### config.mk
export PLATFORM = sky130hd
export DESIGN_NAME = ser_nt1_mux_ctrl
export DESIGN_NICKNAME = d
export VERILOG_FILES = /design/src/rtl/ser_nt1_mux_ctrl.sv
export SDC_FILE = /design/constraint.sdc
export NUM_CORES = 1
export LEC_CHECK = 0
export ABC_AREA = 1
export CORE_ASPECT_RATIO = 1.75
export CORE_UTILIZATION = 51
export CTS_CLUSTER_DIAMETER = 40
export DETAILED_ROUTE_END_ITERATION = 8
export GPL_TIMING_DRIVEN = 1
export MAX_ROUTING_LAYER = met4
export PLACE_DENSITY = 0.73
export SETUP_SLACK_MARGIN = 0.02
export SLEW_MARGIN = 20
export SYNTH_ARGS = -nofsm -noshare
export SYNTH_HDL_FRONTEND = slang
export SYNTH_SLANG_ARGS = --single-unit
### constraint.sdc
create_clock -name clk_i -period 4.5 [get_ports clk_i]
set_clock_uncertainty 0.15 [all_clocks]
set_input_delay 0.675 -clock clk_i [delete_from_list [all_inputs] [get_ports clk_i]]
set_output_delay 0.675 -clock clk_i [all_outputs]
set_load 0.02 [all_outputs]
### src/rtl/ser_nt1_mux_ctrl.sv
// N:1 serializer front end: word FIFO on a valid/ready input, one OUT_W slice per clk out,
// with PRBS7 / fixed-pattern test modes and a one-shot underflow pulse on DATA starvation.
module ser_nt1_mux_ctrl #(
    parameter int IN_W       = 16,
    parameter int OUT_W      = 4,
    parameter int FIFO_DEPTH = 4
) (
    input  logic                              clk_i,
    input  logic                              rst_i,
    input  logic [IN_W-1:0]                   in_data_i,
    input  logic                              in_valid_i,
    output logic                              in_ready_o,
    input  logic [1:0]                        mode_i,
    input  logic                              msb_first_i,
    input  logic [IN_W-1:0]                   pat_i,
    output logic [OUT_W-1:0]                  out_data_o,
    output logic                              out_valid_o,
    output logic                              underflow_o,
    output logic [$clog2(FIFO_DEPTH+1)-1:0]   fifo_level_o,
    output logic [1:0]                        active_mode_o
);
    localparam int RATIO = IN_W / OUT_W;
    localparam int CNT_W = $clog2(RATIO);
    localparam int PTR_W = $clog2(FIFO_DEPTH);
    localparam int LW    = $clog2(FIFO_DEPTH + 1);
    localparam logic [LW-1:0]    DEPTH_L  = LW'(FIFO_DEPTH);
    localparam logic [CNT_W-1:0] LAST_CNT = CNT_W'(RATIO - 1);

    typedef enum logic [1:0] {M_IDLE = 2'd0, M_DATA = 2'd1, M_PRBS = 2'd2, M_PAT = 2'd3} mode_t;

    // Handshake: a word transfers on a rising clk edge where in_valid_i && in_ready_o;
    // in_ready_o depends only on rst_i and the FIFO level, never on in_valid_i.
    logic [IN_W-1:0]  mem_q [FIFO_DEPTH];
    logic [PTR_W-1:0] wr_ptr_q, rd_ptr_q;
    logic [LW-1:0]    level_q;
    logic             push, pop;

    mode_t            act_mode_q, req_mode;
    logic [IN_W-1:0]  shift_q;
    logic             msb_q, busy_q;
    logic [CNT_W-1:0] cnt_q;
    logic [6:0]       prbs_q, prbs_d;
    logic [OUT_W-1:0] prbs_bits;
    logic [OUT_W-1:0] out_data_q;
    logic             out_valid_q, underflow_q;

    logic             boundary;
    logic [IN_W-1:0]  src_word, rest_word;
    logic             src_msb;
    logic [OUT_W-1:0] slice;

    assign req_mode   = mode_t'(mode_i);
    assign boundary   = !busy_q || (cnt_q == LAST_CNT);
    assign in_ready_o = !rst_i && (level_q < DEPTH_L);
    assign push       = in_valid_i && in_ready_o;
    assign pop        = !rst_i && boundary && (req_mode == M_DATA) && (level_q != '0);

    always_ff @(posedge clk_i) begin
        if (push) begin
            mem_q[wr_ptr_q] <= in_data_i;
        end
    end

    always_ff @(posedge clk_i) begin
        if (rst_i) begin
            wr_ptr_q <= '0;
            rd_ptr_q <= '0;
            level_q  <= '0;
        end else begin
            if (push) wr_ptr_q <= wr_ptr_q + 1'b1;
            if (pop)  rd_ptr_q <= rd_ptr_q + 1'b1;
            case ({push, pop})
                2'b10:   level_q <= level_q + 1'b1;
                2'b01:   level_q <= level_q - 1'b1;
                default: level_q <= level_q;
            endcase
        end
    end

    // At a boundary the next word (FIFO head or pat) is sliced directly; otherwise the shifter.
    always_comb begin
        src_word = shift_q;
        src_msb  = msb_q;
        if (boundary) begin
            src_word = (req_mode == M_PAT) ? pat_i : mem_q[rd_ptr_q];
            src_msb  = msb_first_i;
        end
        slice     = src_msb ? src_word[IN_W-1 -: OUT_W] : src_word[OUT_W-1:0];
        rest_word = src_msb ? (src_word << OUT_W) : (src_word >> OUT_W);
    end

    // PRBS7 (x^7+x^6+1) stepped OUT_W times; the first bit generated lands in the MSB.
    always_comb begin
        logic [6:0] s;
        logic       nb;
        prbs_bits = '0;
        s = (boundary && req_mode == M_PRBS && act_mode_q != M_PRBS) ? 7'h7F : prbs_q;
        for (int i = 0; i < OUT_W; i++) begin
            nb = s[6] ^ s[5];
            prbs_bits[OUT_W-1-i] = nb;
            s = {s[5:0], nb};
        end
        prbs_d = s;
    end

    always_ff @(posedge clk_i) begin
        if (rst_i) begin
            act_mode_q  <= M_IDLE;
            shift_q     <= '0;
            msb_q       <= 1'b0;
            busy_q      <= 1'b0;
            cnt_q       <= '0;
            prbs_q      <= 7'h7F;
            out_data_q  <= '0;
            out_valid_q <= 1'b0;
            underflow_q <= 1'b0;
        end else begin
            underflow_q <= 1'b0;
            if (boundary) begin
                act_mode_q <= req_mode;
                case (req_mode)
                    M_IDLE: begin
                        out_data_q  <= '0;
                        out_valid_q <= 1'b0;
                        busy_q      <= 1'b0;
                    end
                    M_DATA: begin
                        if (level_q != '0) begin
                            out_data_q  <= slice;
                            out_valid_q <= 1'b1;
                            shift_q     <= rest_word;
                            msb_q       <= msb_first_i;
                            cnt_q       <= '0;
                            busy_q      <= 1'b1;
                        end else begin
                            // Starved: pulse only on the valid->invalid transition.
                            out_data_q  <= '0;
                            out_valid_q <= 1'b0;
                            busy_q      <= 1'b0;
                            underflow_q <= out_valid_q;
                        end
                    end
                    M_PRBS: begin
                        out_data_q  <= prbs_bits;
                        out_valid_q <= 1'b1;
                        prbs_q      <= prbs_d;
                        cnt_q       <= '0;
                        busy_q      <= 1'b1;
                    end
                    M_PAT: begin
                        out_data_q  <= slice;
                        out_valid_q <= 1'b1;
                        shift_q     <= rest_word;
                        msb_q       <= msb_first_i;
                        cnt_q       <= '0;
                        busy_q      <= 1'b1;
                    end
                endcase
            end else begin
                cnt_q <= cnt_q + 1'b1;
                if (act_mode_q == M_PRBS) begin
                    out_data_q <= prbs_bits;
                    prbs_q     <= prbs_d;
                end else begin
                    out_data_q <= slice;
                    shift_q    <= rest_word;
                end
            end
        end
    end

    assign out_data_o    = out_data_q;
    assign out_valid_o   = out_valid_q;
    assign underflow_o   = underflow_q;
    assign fifo_level_o  = level_q;
    assign active_mode_o = act_mode_q;
endmodule

## After elaboration in Yosys (flattened, before gate mapping)

Memories as Yosys holds them, arrays and structs flattened. A register that Yosys moved wholly into a read port is not among the register bits.
Cells that the tools add are included.

- Register bits: 41
- Memory bits (writable): 64
- Output and inout bits: 12
- Word-level logic and storage cells: 88
- Memories: 1

Memories:

| name | words | width | read ports | clocked after memory_dff | wr ports | RTL line | RTL |
|---|---|---|---|---|---|---|---|
| mem_q | 4 | 16 | 1 | 1 | 1 | 33 | `logic [IN_W-1:0] mem_q [FIFO_DEPTH];` |

- Add/sub/neg operators: 5
- Order comparisons: 1
- Equal/unequal tests: 14
- Muxes and demuxes: 29
- Bitwise operators: 6
- Reduce and logical (&&, ||, !) cells: 21

Operators by type and width:

| operator | number |
|---|---|
| two-way mux 16 bit | 6 |
| case mux 16 bit (2 select lines) | 1 |
| two-way mux 7 bit | 4 |
| two-way mux 4 bit | 4 |
| case mux 4 bit (4 select lines) | 1 |
| equality test 2 bit, second input constant | 5 |
| two-way mux 2 bit | 4 |
| logical AND 1 bit | 7 |
| adder 2 x 1 -> 2 bit, second input constant | 3 |
| inequality test 3 x 2 -> 1 bit, second input constant | 2 |
| case mux 3 bit (2 select lines) | 1 |
| AND reduction 3 bit | 2 |
| nonzero test 2 bit | 3 |
| two-way mux 1 bit | 5 |
| equality test 2 x 1 -> 1 bit, second input constant | 2 |
| inequality test 2 x 1 -> 1 bit, second input constant | 2 |
| inequality test 2 bit, second input constant | 2 |
| case mux 2 bit (2 select lines) | 1 |
| AND reduction 2 bit | 2 |
| OR reduction 4 bit | 1 |
| bitwise XOR 1 bit | 4 |
| adder 3 x 1 -> 3 bit, second input constant | 1 |
| less-than comparator 3 bit, second input constant | 1 |
| inequality test 3 x 1 -> 1 bit, second input constant | 1 |
| 9 further kinds | 11 |

## Depth between registers and ports, before layout

Gate-level depths: netlist of run 1.

- Depth after elaboration: 8
- Mapped depth: 13
- Gate-level depth less buffers: 12

## Least setup slack after synthesis of run 1

OpenSTA, ideal clock, no wires.

- Path kind: in2reg
- Start point: input rst_i
- End point: memory mem_q[0][0], enable pin
- Setup time: 0.389 ns
- Data arrival time: 2.145 ns
- Data required time: 3.961 ns
- Slack: 1.816 ns
- Stages: 4
- Buffers on the path: 1
- Path through: clkbuf_1 -> nor2_1 -> nand2_1 -> nor2_1

- Longest elaborated chain between the ends: 5

RTL lines:

| element | RTL line | RTL |
|---|---|---|
| start, declared | 9 | `input logic rst_i,` |
| zero test 1 bit | 54 | `assign in_ready_o = !rst_i && (level_q < DEPTH_L);` |
| logical AND 1 bit | 54 |  |
| net in_ready_o | 12 | `output logic in_ready_o,` |
| logical AND 1 bit | 55 | `assign push = in_valid_i && in_ready_o;` |
| two-way mux 1 bit | 59 | `if (push) begin` |
| two-way mux 1 bit (not written as such) | 60 | `mem_q[wr_ptr_q] <= in_data_i;` |
| end, declared | 33 |  |

The timed path passes the listed nets, and every way through them passes these cells.

## Worst setup path in the final report of run 1

- Start point: input rst_i
- End point: output in_ready_o

- Longest elaborated chain between the ends: 2

RTL lines:

| element | RTL line |
|---|---|
| zero test 1 bit | 54 |
| logical AND 1 bit | 54 |
| end, declared | 12 |

No other way between the ends.

==> results of run 1 <==
sequential cells by signal, summed over array words and instances (netlist names), 3 cells and up, named ones only:
name / flops
fifo_level_o: 3
mem_q: 64
out_data_o: 4
prbs_q: 7
shift_q: 16
synthesized netlist by cell type:
master	number	area [um2]
nand2_1	195	732.0
nand3_1	82	410.4
edfxtp_1	64	1922
dfxtp_1	43	860.8
inv_1	43	161.4
nor2_1	28	105.1
a21oi_1	21	105.1
clkbuf_1	11	41.29
buf_2	10	50.05
o21ai_0	9	45.04
or2_2	8	50.05
ha_1	6	75.07
xor2_1	5	43.79
a21oi_4	3	48.80
inv_2	2	7.510
nand2_2	2	12.51
nor3_1	2	10.01
o21ai_1	2	10.01
buf_4	1	7.510
clkbuf_2	1	5.000
fa_1	1	20.02
nor2_4	1	11.26
nor3_2	1	10.01
o21ai_2	1	8.760
o31ai_1	1	7.510
cell usage in the layout, fill, tap and decap left out, types with 5 or more instances in the layout:
master / n
a21oi_1: 21
buf_4: 7
clkbuf_16: 9
clkdlybuf4s50_1: 49
dfxtp_1: 43
edfxtp_1: 64
ha_1: 6
inv_1: 43
nand2_1: 195
nand3_1: 82
nor2_1: 28
o21ai_0: 9
or2_2: 8
xor2_1: 5
report_power, final:
group / switching [mW] / internal, mW / leakage (nW)
Sequential: 0.0220 / 1.08 / 0.933
Clock: 0.364 / 0.445 / 0.154
Combinational: 0.164 / 0.110 / 1.27
layer usage:
layer,GRT usage,vias up,share of wire
li1,-,1863,-
met1,0.2585,1719,0.39
met2,0.4028,83,0.55
met3,0.03320,17,0.036
met4,0.09989,0,0.024
met5,-,-,0
area by class of cell:
class | count | area share
Clock inverter | 7 | 0.01547
Clock buffer | 9 | 0.03977
Sequential cell | 107 | 0.4914
Multi-Input combinational cell | 368 | 0.3011
Inverter | 45 | 0.02983
Tap cell | 120 | 0.02651
Timing Repair Buffer | 56 | 0.09589
stage by stage:
step,cells,power (mW),utilization
floorplan,543,1.299,-
global placement,696,1.389,0.5921
detailed placement,696,1.398,0.5921
CTS,712,2.199,0.6267
global route,712,2.277,0.6267
finish,712,2.188,0.6267
cells by family (layout without fill, tap and decap cells):
kind of cell | Yosys count | count (layout) | share of synthesized area
buffers and inverters | 68 | 117 | 0.05729
adders and majority gates | 7 | 7 | 0.01997
AOI/OAI and AO/OA | 37 | 37 | 0.04731
and+or+nand+nor | 319 | 319 | 0.2817
xor gates and xnor gates | 5 | 5 | 0.009198
DFF | 107 | 107 | 0.5845
worst max path at each step:
| stage | start | end | cells past startpoint |
|---|---|---|---|
| final | rst_i | in_ready_o | 3 |
| after global routing | cnt_q[0]$_SDFFE_PP0P_ | fifo_level_o[2]$_SDFFE_PP0P_ | 12 |
| after CTS | cnt_q[0]$_SDFFE_PP0P_ | fifo_level_o[2]$_SDFFE_PP0P_ | 12 |
| after detailed placement | rst_i | fifo_level_o[2]$_SDFFE_PP0P_ | 11 |
| after global placement | rst_i | fifo_level_o[2]$_SDFFE_PP0P_ | 11 |
| after floorplan | rst_i | mem_q[0][0]$_DFFE_PP_ | 4 |
==> summary.md, run 1 <==
| Metric | Value |
|---|---|
| Pins Over Slew Limit | 0 |
| DR iter-0 viols | 363 |
| Netlist cell types | 25 |
| Count of final hold-check violations | 0 |
| Final worst path period share | 0.6918 |
| Wirelength per Cell | 13.90 um |
| Crit-path max cell delay | 730 ps |
| Worst R2R Path Depth | 12 |
| # hold bufs at CTS | 0 |
| Antenna-violating nets left | 0 |
| Total gr overflow | 0 |
| Storage element area | 2783 um2 |
| Synth Instances | 543 |
| Die extent in y | 129.8 um |
| Cts bufs inserted | 9 |
| Hold Path Class | reg -> reg |
| H-Tree Depth | 3 |
| Hold_sp | cnt_q[0]$_SDFFE_PP0P_ |
| Placed inst area | 5350 um2 |
| Clk buf depth | 2 |
| Critical path class | in -> out |
| Setup bufs post-CTS | 0 |
| CP Cell Sequence | clkdlybuf4s50_1 -> nor2_1 -> clkdlybuf4s50_1 |
| Initial core utilization | 0.5269 |
| Root Buffer Master | clkbuf_16 |
| Routed vias | 3,682 |
| Row count | 46 |
| Crit Path Max Fanout | 16 |
| Worst path top cell family by delay | buffers and inverters |
| Layout cells sized above 1 | 0.06926 |
| CTS tree | yes |
| Seq/Total Area, Yosys | 0.5845 |
| Syn Area/Cell | 8.768 um2 |
| CP most frequent cell | clkdlybuf4s50_1 |
| Vias in the first global route | 3,483 |
| Max Freq | 321.2 MHz |
| Fin worst setup slack | 1387 ps |
| CTS resizes | 0 |
| Diode count | 0 |
| Worst slew margin | 0.4002 |
| I/O pins | 50 |
| Clock sinks | 107 |
| Skew-Pair Late Insertion Delay | 340 ps |
| Max-Cap Viols | 0 |
| Endpoint class of the critical path | output pin |
| Vias per inst | 5.171 |
| Worst reg-to-reg setup slack | 1390 ps |
| Multi-input gate area | 1705 um2 |
| Reg clk slew, reported paths | 80 ps |
| Pin count of the biggest net entering global routing | 34 |
| Area delta synth->final | 18.95% |
| Placeable core region | 9036 um2 |
| Initial antenna violation count | 0 |
| Die Span X | 75.04 um |
| Nets | 632 |
| Synthesized area | 4761 um2 |
| WP buf/inv | 2 |
| Global-route wire length before repair | 16,230 um |
| Hold path cells | 1 |
| Drt drc | 0 |
| Post-DP HPWL | 6758 um |
| Syn nets | 588 |
| RSZ-0062 raised after global routing | false |
| Place WS | 1060 ps |
| Setup violations, final | 0 |
| Reg2reg start | cnt_q[0]$_SDFFE_PP0P_ |
| Die area | 9740 um2 |
| Final Wtd Congestion | 0.8503 |
| Leak | 2.363 nW |
| Post-route design area | 5663 um2 |
| TritonRoute pass-1 iters | 5 |
| Startpoint Class | input pin |
| Post-layout min period | 3113 ps |
| Worst EP required | 3670 ps |
| Worst-Margin Slew | 898.7 ps |
| Worst reg2reg path endpoint | fifo_level_o[2]$_SDFFE_PP0P_ |
| Pwr dens | 386.3 nW/um2 |
| Crit-path slowest cell | clkdlybuf4s50_1 |
| Wirelength, routed | 9894 um |
| Hold WS | 307.9 ps |
| Gr usage total | 0.2316 |
| Yosys Warn Count | 0 |
| Setup TNS | 0 ps |
| CP arrival | 2290 ps |
| Post-synthesis register bit count | 107 |
| # fillers | 776 |
| Worst Hold Path EP | cnt_q[0]$_SDFFE_PP0P_ |
| Status | completed |
| IO Port Bufs | 49 |
| Max rail drop VDD | 0.0002685 V |
(Power assumes the default switching activity.)
==> run 2, diff against run 1 <==
- clock period: 4.5 -> 2.9 ns (I/O delays scaled with it)
==> run 2 against run 1 <==
Against the previous run:
- worst setup slack got worse by 880 ps
- largest cell class unchanged
- die area did not move
- total power rose by 58%
- final area rose by 1.1%
==> summary.md, run 2 (synthesis gave the netlist of run 1 again) <==
| Metric | Value |
|---|---|
| Status | completed |
| Most common cell after layout, fill and taps aside | nand2_1 |
| RSZ-0062 raised after global routing | false |
| Total gr overflow | 0 (unchanged) |
| Hold_sp | cnt_q[0]$_SDFFE_PP0P_ |
| Clk pwr share | 0.381 (+0.011) |
| Top Registers | mem_q: 64 flops, shift_q: 16 flops, prbs_q: 7 flops |
| DR iter-0 viols | 249 (-31%) |
| Nets | 639 (+1.1%) |
| Max rail drop VDD | 0.0005688 V (+110%) |
| Setup violations, final | 0 (unchanged) |
| Root Buffer Master | clkbuf_16 |
| Hold WS | 310.7 ps (+2.869 ps) |
| Hold Path Class | reg -> reg |
| Post-DP HPWL | 6943 um (+2.7%) |
| Final Wtd Congestion | 0.8983 (+5.6%) |
| Critical path class | reg -> reg |
| Clk buf depth | 2 (unchanged) |
| Leak | 2.398 nW (+1.5%) |
| Internal | 2.622 mW (+60%) |
| Die Span X | 75.04 um (unchanged) |
| # fillers | 807 (+4.0%) |
| Final worst path period share | 0.8237 |
| Crit-path max cell delay | 370 ps (-360 ps) |
| Multi-input gate area | 1705 um2 (unchanged) |
| Post-Layout Cell Count | 719 (+0.98%) |
| CP arrival | 2490 ps (+200 ps) |
| Worst path top cell family by delay | adder cells |
| CP Cell Sequence | ha_1 -> inv_2 -> nand2_1 -> nand3_1 -> nor3_2 -> ha_1 -> inv_1 -> fa_1 -> a21oi_1 -> o21ai_0 -> xor2_1 -> nor2_1 |
| Reg2reg start | cnt_q[0]$_SDFFE_PP0P_ |
| CTS resizes | 0 (unchanged) |
| Endpoint class of the critical path | flop |
| Skew-Pair Late Insertion Delay | 350 ps (about the same) |
| Worst-Margin Slew | 576.9 ps (-321.7 ps) |
| Sw Pwr | 0.8428 mW (+53%) |
| Die area | 9740 um2 (unchanged) |
| Storage element area | 2783 um2 (unchanged) |
| Max Freq | 418.6 MHz |
| Global-route wire length before repair | 16,210 um (-0.12%) |
| Placeable core region | 9036 um2 (unchanged) |
| CTS tree | yes |
| Fin worst setup slack | 511.3 ps (-875.8 ps) |
| WP buf/inv | 2 (unchanged) |
| Initial antenna violation count | 0 (unchanged) |
| Placed cell count | 703 (+1.0%) |
| Wirelength, routed | 10,030 um (+1.3%) |
| Startpoint Class | flop |
| Gr usage total | 0.2339 (+0.002331) |
| Critical path origin | cnt_q[0]$_SDFFE_PP0P_ |
| Crit Path Max Fanout | 3 (-13) |
| Setup TNS | 0 ps (unchanged) |
| Count of final hold-check violations | 0 (unchanged) |
| Reg power frac | 0.494 (-0.010) |
| Worst slew margin | 0.6150 (+0.2147) |
| Wirelength per Cell | 13.95 um (+0.36%) |
| Initial core utilization | 0.5269 (unchanged) |
| Area delta synth->final | 20.32% |
| H-Tree Depth | 3 (unchanged) |
| Die extent in y | 129.8 um (unchanged) |
| Cell count along the critical path | 12 (+9) |
| Max-Cap Viols | 0 (unchanged) |
| Worst EP required | 3000 ps (-670 ps) |
| Worst R2R Path Depth | 12 (unchanged) |
| Pin count of the biggest net entering global routing | 34 (unchanged) |
| Cts bufs inserted | 9 (unchanged) |
| Diode count | 0 (unchanged) |
| TritonRoute pass-1 iters | 4 (-1) |
| Switch share | 0.2432 (-0.008591) |
| # hold bufs at CTS | 0 (unchanged) |
| Placed inst area | 5403 um2 (+0.98%) |
| Pins Over Slew Limit | 0 (unchanged) |
| Place WS | 241.1 ps (-819.0 ps) |
| Clock sinks | 107 (unchanged) |
| Drt drc | 0 (unchanged) |
| Routed vias | 3,724 (+1.1%) |
| Vias per inst | 5.179 (+0.16%) |
| Post-layout min period | 2389 ps |
| Setup bufs post-CTS | 0 (unchanged) |
| Crit-path slowest cell | fa_1 |
| Largest register by flop count | mem_q |
| Vias in the first global route | 3,566 (+2.4%) |
| IO Port Bufs | 49 (unchanged) |
| Row count | 46 (unchanged) |
| Hold path cells | 1 (unchanged) |
| Pwr dens | 604.9 nW/um2 (+57%) |
| Layout cells sized above 1 | 0.07846 (+0.009207) |
| Post-route design area | 5728 um2 (+1.1%) |
| Reg clk slew, reported paths | 70 ps (about the same) |
| I/O pins | 50 (unchanged) |
| Antenna-violating nets left | 0 (unchanged) |
| Combinational share of power | 0.125 (about the same) |
| Max FFs per register | 64 (unchanged) |
| Most frequent cells in the layout | nand2_1 (195), nand3_1 (82), edfxtp_1 (64) |
| CP most frequent cell | ha_1 |
## run 2: changes by cell type in the layout (fill, tap and decap cells not counted)
cell,change
inv_6,-1
inv_8,-1
clkinvlp_4,+1
clkbuf_1,+1
clkinv_4,-1
buf_4,+7
bufinv_16,+1
## run 2: final cells by class
| class | count | share of cell area |
|---|---|---|
| repair buffers | 63 | 0.1040 |
| well taps | 120 | 0.02621 |
| multi-input cells | 368 | 0.2977 |
| inverters | 45 | 0.02949 |
| flip-flops and latches | 107 | 0.4858 |
| clock buffers | 10 | 0.03997 |
| clock inverters | 6 | 0.01682 |
## run 2: worst reg2reg max path, cell delays in order (launching register included)
cell and delay (ps):
dfxtp_1 350, ha_1 240, inv_2 50, nand2_1 70, nand3_1 130, nor3_2 190, ha_1 180, inv_1 60
fa_1 370, a21oi_1 140, o21ai_0 120, xor2_1 180, nor2_1 50
## run 2: per-layer routing
layer / global-route usage / routed length, um / up-vias
li1: - / - / 1869
met1: 0.2436 / 3814 / 1740
met2: 0.4091 / 5532 / 86
met3: 0.04247 / 315 / 29
met4: 0.1210 / 365 / 0
met5: - / 0 / -
## run 2: path summary, 6_finish.rpt
check,end,slack (ps)
setup / recovery,fifo_level_o[2]$_SDFFE_PP0P_,510
hold / removal,cnt_q[0]$_SDFFE_PP0P_,310
setup reg to reg,fifo_level_o[2]$_SDFFE_PP0P_,510
hold reg to reg,cnt_q[0]$_SDFFE_PP0P_,310
## run 2: through the flow
step / power [mW] / utilization
final: 3.465 / 0.6339
after global routing: 3.611 / 0.6339
after CTS: 3.484 / 0.6339
after detailed placement: 2.177 / 0.5979
after global placement: 2.162 / 0.5979
after floorplan: 2.016 / -
## run 2: power groups by stage
stage | registers (mW) | logic (mW) | clock network (mW)
after floorplan | 1.75 | 0.264 | 0
after global placement | 1.74 | 0.420 | 0
after detailed placement | 1.74 | 0.432 | 0
after CTS | 1.71 | 0.436 | 1.34
after global routing | 1.72 | 0.486 | 1.41
final | 1.71 | 0.434 | 1.32
==> run 3, diff against run 2 <==
- PLACE_DENSITY: 0.73 -> 0.76
- clock period: 2.9 -> 1.9 ns (I/O delays scaled with it)
==> run 3 against run 2 <==
Against the previous run:
- largest cell class unchanged
- first-iteration DRC count up 33%
- worst setup slack worse by 750 ps
- combinational power up 83%
- sequential cell count unchanged
- the run now ends with negative setup slack left
- cell count up 3.9%
- fmax up 11%
- hold slack worse by 0.81 ps
- die area unchanged
- via count up 5.2%
- total power up 59%
- clock power up 59%
- count of clock-buffer cells in the layout down 1
==> summary.md, run 3 (synthesis gave the netlist of run 1 again) <==
| Metric | Value |
|---|---|
| Vias per inst | 5.245 (+1.3%) |
| Clock sinks | 107 (unchanged) |
| Total gr overflow | 0 (unchanged) |
| Area delta synth->final | 29.72% |
| Max rail drop VDD | 0.0008459 V (+49%) |
| Met1 GRT Util | 0.2635 (+0.01985) |
| Top Registers | mem_q: 64 flops, shift_q: 16 flops, prbs_q: 7 flops |
| H-Tree Depth | 3 (unchanged) |
| Status | finished with violations |
| Routed vias | 3,918 (+5.2%) |
| Placeable core region | 9036 um2 (unchanged) |
| Final Wtd Congestion | 0.8290 (-7.7%) |
| # hold bufs at CTS | 0 (unchanged) |
| Hold Path Class | reg -> reg |
| TritonRoute pass-1 iters | 5 (+1) |
| Worst slew margin | 0.6961 (+0.08114) |
| Endpoint class of the critical path | flop |
| Internal | 4.116 mW (+57%) |
| Die area | 9740 um2 (unchanged) |
| Hold path cells | 2 (+1) |
| Final worst path period share | 1.128 (+0.3045) |
| Cts bufs inserted | 9 (unchanged) |
| Setup violations, final | 2 (+2) |
| Die Span X | 75.04 um (unchanged) |
| Pin count of the biggest net entering global routing | 33 (-2.9%) |
| Critical path class | reg -> reg |
| Antenna-violating nets left | 0 (unchanged) |
| Post-layout min period | 2144 ps (-245.1 ps) |
| Startpoint Class | flop |
| Initial core utilization | 0.5269 (unchanged) |
| Max-Cap Viols | 0 (unchanged) |
| Largest register by flop count | mem_q |
| Switch share | 0.2526 (+0.009342) |
| Worst R2R Path Depth | 12 (unchanged) |
| Combinational share of power | 0.144 (+0.019) |
| Post-DP HPWL | 7237 um (+4.2%) |
| Drt drc | 0 (unchanged) |
| Clk pwr share | 0.381 (about the same) |
| Met2 GRT Util | 0.4346 (+0.02544) |
| Setup TNS | -387.0 ps (-387.0 ps) |
| Pwr dens | 891.6 nW/um2 (+47%) |
| GR peak layer | met2 |
| Wirelength per Cell | 14.20 um (+1.8%) |
| Max FFs per register | 64 (unchanged) |
| Post-Layout Cell Count | 747 (+3.9%) |
| Diode count | 0 (unchanged) |
| Worst-Margin Slew | 452.4 ps (-124.6 ps) |
| Most common cell after layout, fill and taps aside | nand2_1 |
| DR iter-0 viols | 331 (+33%) |
| Placed inst area | 5744 um2 (+6.3%) |
| Place WS | -523.6 ps (-764.7 ps) |
| Fin worst setup slack | -243.6 ps (-754.9 ps) |
| Reg power frac | 0.474 (-0.020) |
| Nets | 667 (+4.4%) |
| Die extent in y | 129.8 um (unchanged) |
| Max Freq | 466.5 MHz (+11%) |
| IO Port Bufs | 49 (unchanged) |
| Count of final hold-check violations | 0 (unchanged) |
| Sw Pwr | 1.391 mW (+65%) |
| Hold WS | 309.9 ps (-0.8130 ps) |
| Reg clk slew, reported paths | 70 ps (about the same) |
| Gr usage total | 0.2463 (+0.01238) |
| I/O pins | 50 (unchanged) |
| Post-route design area | 6176 um2 (+7.8%) |
| Leak | 2.627 nW (+9.6%) |
| Layout cells sized above 1 | 0.1515 (+0.07305) |
| Global-route wire length before repair | 17,350 um (+7.1%) |
| RSZ-0062 raised after global routing | true |
| M3 GR Usage | 0.04247 (unchanged) |
| Critical path origin | cnt_q[0]$_SDFFE_PP0P_ |
| Placed cell count | 724 (+3.0%) |
| Clk buf depth | 2 (unchanged) |
| Hold_sp | rd_ptr_q[1]$_SDFFE_PP0P_ |
| CP arrival | 2240 ps (-250 ps) |
| Reg2reg start | cnt_q[0]$_SDFFE_PP0P_ |
| Skew-Pair Late Insertion Delay | 360 ps (about the same) |
| Wirelength, routed | 10,600 um (+5.8%) |
| Vias in the first global route | 3,878 (+8.7%) |
| Initial antenna violation count | 0 (unchanged) |
| Failing checks | negative setup slack |
| Pins Over Slew Limit | 0 (unchanged) |
| Row count | 46 (unchanged) |
| Crit Path Max Fanout | 2 (-1) |
| Root Buffer Master | clkbuf_16 |
| Most frequent cells in the layout | nand2_1 (193), nand3_1 (81), edfxtp_1 (64) |
| CTS tree | yes |
| Worst EP required | 2000 ps (-1000 ps) |
## run 3: critical path: stages, from the launching register on
cell	delay, ps
dfxtp_2	360
ha_4	160
inv_4	40
nand2_4	60
nand3_4	80
nor3_4	160
ha_2	200
inv_2	40
fa_2	350
a21oi_2	120
o21ai_1	90
xor2_1	180
nor2_1	60
## run 3: per-layer routing
metal / part of all wire / vias up
li1: - / 1928
met1: 0.37 / 1825
met2: 0.55 / 128
met3: 0.043 / 37
met4: 0.033 / 0
met5: 0 / -
## run 3: cell type report
| type | instances | area [um2] |
|---|---|---|
| Fill cell | 732 | 2860 |
| Sequential cell | 107 | 2785 |
| Multi-Input combinational cell | 368 | 1772 |
| Timing Repair Buffer | 91 | 960.9 |
| Clock buffer | 9 | 225.2 |
| Inverter | 45 | 171.4 |
| Tap cell | 120 | 150.1 |
| Clock inverter | 7 | 111.4 |
## run 3: stage by stage
| step | util | total power, mW |
|---|---|---|
| floorplan | - | 3.091 |
| global placement | 0.6357 | 3.389 |
| detailed placement | 0.6357 | 3.418 |
| CTS | 0.6774 | 5.489 |
| global route | 0.6835 | 5.714 |
| finish | 0.6835 | 5.507 |
## run 3: timing repair
item | 4_1_cts | 5_1_grt
pin swaps | 6 | 3
setup endpoints to repair | 5 | 31
resized for setup | 5 | 7
gates cloned | 0 | 1
setup buffers | 5 | 3
## run 3: worst paths after layout
path | slack [ps] | endpoint
hold / removal | 310 | flop
hold reg to reg | 310 | flop
setup / recovery | -240 | fifo_level_o[2]$_SDFFE_PP0P_
setup reg to reg | -240 | fifo_level_o[2]$_SDFFE_PP0P_
## run 3: power by group through the flow
| stage | clock [mW] | sequential, mW | combinational [mW] |
|---|---|---|---|
| 5_1_grt | 2.21 | 2.62 | 0.878 |
| 2_1_floorplan | 0 | 2.68 | 0.413 |
| 3_3_place_gp | 0 | 2.66 | 0.732 |
| 6_report | 2.10 | 2.61 | 0.795 |
| 4_1_cts | 2.11 | 2.61 | 0.765 |
| 3_5_place_dp | 0 | 2.66 | 0.754 |
==> variant 1, RTL diff (flow settings as in run 3) <==
Put one more register stage on the output `underflow_o`. The value now appears one clock later. The other outputs are not delayed to match.
--- a/src/rtl/ser_nt1_mux_ctrl.sv
+++ b/src/rtl/ser_nt1_mux_ctrl.sv
@@ -173,3 +173,5 @@
     assign out_valid_o   = out_valid_q;
-    assign underflow_o   = underflow_q;
+    always_ff @(posedge clk_i) begin
+        underflow_o <= underflow_q;
+    end
     assign fifo_level_o  = level_q;
Check against the original RTL: not equivalent (Yosys sat finds a counterexample within 10 cycles, from zero or initial values and one cycle with rst_i high).
==> variant 1 against run 3 <==
The run still ends with setup timing left; sequential cell count is 1 higher; final cell count is 0.27% lower; fmax is 2.7% higher; area after synthesis is 0.42% higher; via count is 1.7% lower; setup slack better by 0.056 ns; die area is 0.42% higher; routed wire length is 0.64% lower; total power is 1.9% lower; final area is 0.36% lower; critical endpoint is now fifo_level_o[1]$_SDFFE_PP0P_.
==> variant 1: results <==
[grt]
grt_pass1_wl_um = 16880
grtUsageTotal_pct = 23.95
met1_usage_pct = 25.58
use_met2_pct = 42.45
grt_pass1_vias = 3748
met3_usage_pct = 3.243

[power]
p_clk_uw = 1980
leakage_uw = 0.002634
intPower_uw = 4089
ir_drop_uv = 613.5

[placement]
dp_hpwl_um = 7148
io_buffers = 49
place_inst = 726
gp_congestion = 0.8371

[route]
route.met2.wl_um = 5892
route.top_layer_used = met4
wl_met3_um = 434
wire_per_inst_um = 14.14
drtIter0Drc = 265
num_vias = 3851
first_pass_iters = 6
wl_met1_um = 3985

[cells_and_area]
drive_gt1_share_pct = 14.40
n_fill_cell = 747
final_cell_count_no_fill = 745

[synth]
synth_area_per_cell_sq_um = 8.788
yosys-top-cells-count = nand2_1 (195), nand3_1 (82), edfxtp_1 (64)
yosysSeqAreaShare_pct = 58.62
synth_warnings = 0
synth_area_leaders = edfxtp_1 (40%), dfxtp_1 (18%), nand2_1 (15%), nand3_1 (8.6%), inv_1 (3.4%)

[critical_path]
critPathCapture = fifo_level_o[1]$_SDFFE_PP0P_
r2r_slack_ns = -0.19
critPathSlowestCell = fa_2
r2r_cells = 11
cp_slowest_stage_delay_ns = 0.52

[sta]
setup_ws_ns = -0.1880
fin_setup_tns_ns = -0.3721
setup_viol = 3
relSlewSlack_pct = 78.55
hold_viol = 0

[clock_network]
cts_max_path_buffers = 2
post_cts_buffers = 3
cts-resized-gates = 3

[outcome]
failed_checks = setup timing
status = complete, but fails checks

[worst_hold_path]
whs_path_depth = 0
worst_hold_startpoint = underflow_q$_SDFF_PP0_
variant 1: layout make-up:
| cell class | count | area share (%) |
|---|---|---|
| clock inverter | 6 | 1.444 |
| tap | 120 | 2.440 |
| clock buffer | 9 | 3.660 |
| timing repair buffer | 89 | 15.19 |
| multi-input combinational | 368 | 28.93 |
| inverter | 45 | 2.745 |
| sequential | 108 | 45.59 |
variant 1: per-stage QoR:
step	instance area [sq um]	power, uW	worst slack, ns	utilization, %	hold WS (ns)
after global routing	6153	5598	-0.2522	67.67	0.2075
after CTS	6110	5389	-0.1639	67.18	0.1970
after detailed placement	5772	3443	-0.4895	63.47	0.1783
after floorplan	4840	3113	-0.2566	-	0.1596
final	6153	5400	-0.1880	67.67	0.1895
after global placement	5772	3422	-0.4470	63.47	0.1692
variant 1: cell families after synthesis:
kind of cell	after synthesis	synth area share [%]
buf+inv	68	5.705
flops	108	58.62
xor+xnor	5	0.9159
fa+ha+maj	7	1.989
simple gates	319	28.06
compound gates	37	4.711
==> variant 2, RTL diff (config.mk and constraints of run 3) <==
Made on the original files. The parameter `IN_W` goes from 16 to 32.
--- a/src/rtl/ser_nt1_mux_ctrl.sv
+++ b/src/rtl/ser_nt1_mux_ctrl.sv
@@ -3,3 +3,3 @@
 module ser_nt1_mux_ctrl #(
-    parameter int IN_W       = 16,
+    parameter int IN_W       = 32,
     parameter int OUT_W      = 4,
Interface: changed (resized in_data_i and pat_i); port bits go from 50 to 82. The function was not compared with the original's and may differ.
==> variant 2 against run 3 <==
The run still ends with setup timing left; die area is 74% higher; routed wire length rose by 100%; setup slack got worse by 0.078 ns; final area grew 76%; sequential cell count grew 81; area after synthesis rose by 76%; synthesized cell count increased by 73%; total power rose by 74%; largest power group unchanged.
==> variant 2: results <==
[power]
ir_drop_uv = 679.1
switchingPower_uw = 2595
leakage_uw = 0.004600

[placement]
dpl-instance-area_sq_mm = 0.009834
io_buffers = 81
pre_cts_slack_ns = -0.4166
place_inst = 1201
gp_congestion = 0.8878

[synth]
synth-edff-count = 128
syn_nets = 1016
yosysSeqAreaShare_pct = 60.17
synth_xor_area_share_pct = 0.5223
synth_area_leaders = edfxtp_1 (46%), nand2_1 (15%), dfxtp_1 (14%), nand3_1 (10%), inv_1 (3.1%)
syn_inst = 938
synth-compound-area-share_pct = 2.940
yosys-top-cells-count = nand2_1 (341), nand3_1 (172), edfxtp_1 (128)

[cells_and_area]
n_fill_cell = 1152
nets = 1129
reg.largest.list = mem_q (128), shift_q (32), prbs_q (7)
drive_gt1_share_pct = 15.70
final_cell_count_no_fill = 1253

[clock_network]
h-tree-depth = 4
numCtsBuffers = 17
post_cts_buffers = 12
cts-resized-gates = 47
clock_latency_ns = 0.43

[critical_path]
critPathMaxFanout = 16
cp_top_family = buffers and inverters
crit_arrival_ns = 2.42

[grt]
grt_max_degree = 44
grt_pass1_vias = 6830
grt_pass1_wl_um = 33910

[die]
die_x_um = 98.93

[outcome]
status = complete, but fails checks
failed_checks = setup timing

[sta]
setup_viol = 45
fin_crit_sh_pct = 117.0
fin_setup_tns_ns = -9.759
setup_ws_ns = -0.3221

[route]
drt_wl_total_um = 21550
first_pass_iters = 8
drtIter0Drc = 616
## variant 2: changes by cell type after synthesis, sizes merged, moves of 2 or more
cell / change
nand2: +144
edfxtp: +64
buf: +14
clkbuf: +12
or2: +16
dfxtp: +17
clkinv: +3
nor3: -2
nand3: +90
inv: +28
o211ai: +4
## variant 2: worst paths after layout
kind	from	end	slack, ns	cells past startpoint
worst max-delay path	cnt_q[0]$_SDFFE_PP0P_	shift_q[30]$_SDFFE_PP0P_	-0.32	11
worst min-delay path	prbs_q[0]$_SDFFE_PP1P_	prbs_q[0]$_SDFFE_PP1P_	0.31	2
worst max register to register	cnt_q[0]$_SDFFE_PP0P_	shift_q[30]$_SDFFE_PP0P_	-0.32	11
worst min register to register	prbs_q[0]$_SDFFE_PP1P_	prbs_q[0]$_SDFFE_PP1P_	0.31	2
## variant 2: layout make-up
type                    instances  area (sq um)  area share [%]
flip-flops and latches        188          5049           46.48
multi-input cells             625          3053           28.11
repair buffers                143          1677           15.44
clock buffers                  18         429.2           3.951
inverters                      76         287.8           2.649
well taps                     189         236.5           2.177
clock inverters                14         130.1           1.198
## variant 2: logic make-up after synthesis
logic type / Yosys count
AND/OR/NAND/NOR: 568
AO/OA/AOI/OAI: 44
XOR/XNOR: 5
flip-flops: 188
buffers and inverters: 125
adder cells (fa/ha/maj): 8
## variant 2: power groups by stage
stage	sequential (uW)	clock, uW	combinational [uW]
4_1_cts	4630	3370	1560
5_1_grt	4650	3560	1730
6_report	4640	3370	1600
3_3_place_gp	4720	0	1290
3_5_place_dp	4720	0	1310
2_1_floorplan	4740	0	760
## variant 2: per-layer routing
layer	global-route usage (%)	routed length (um)	up-vias
met3	3.901	1110	69
met1	27.45	7820	3208
met4	16.16	1089	0
met2	49.86	11530	289
li1	-	-	3312
met5	-	0	-
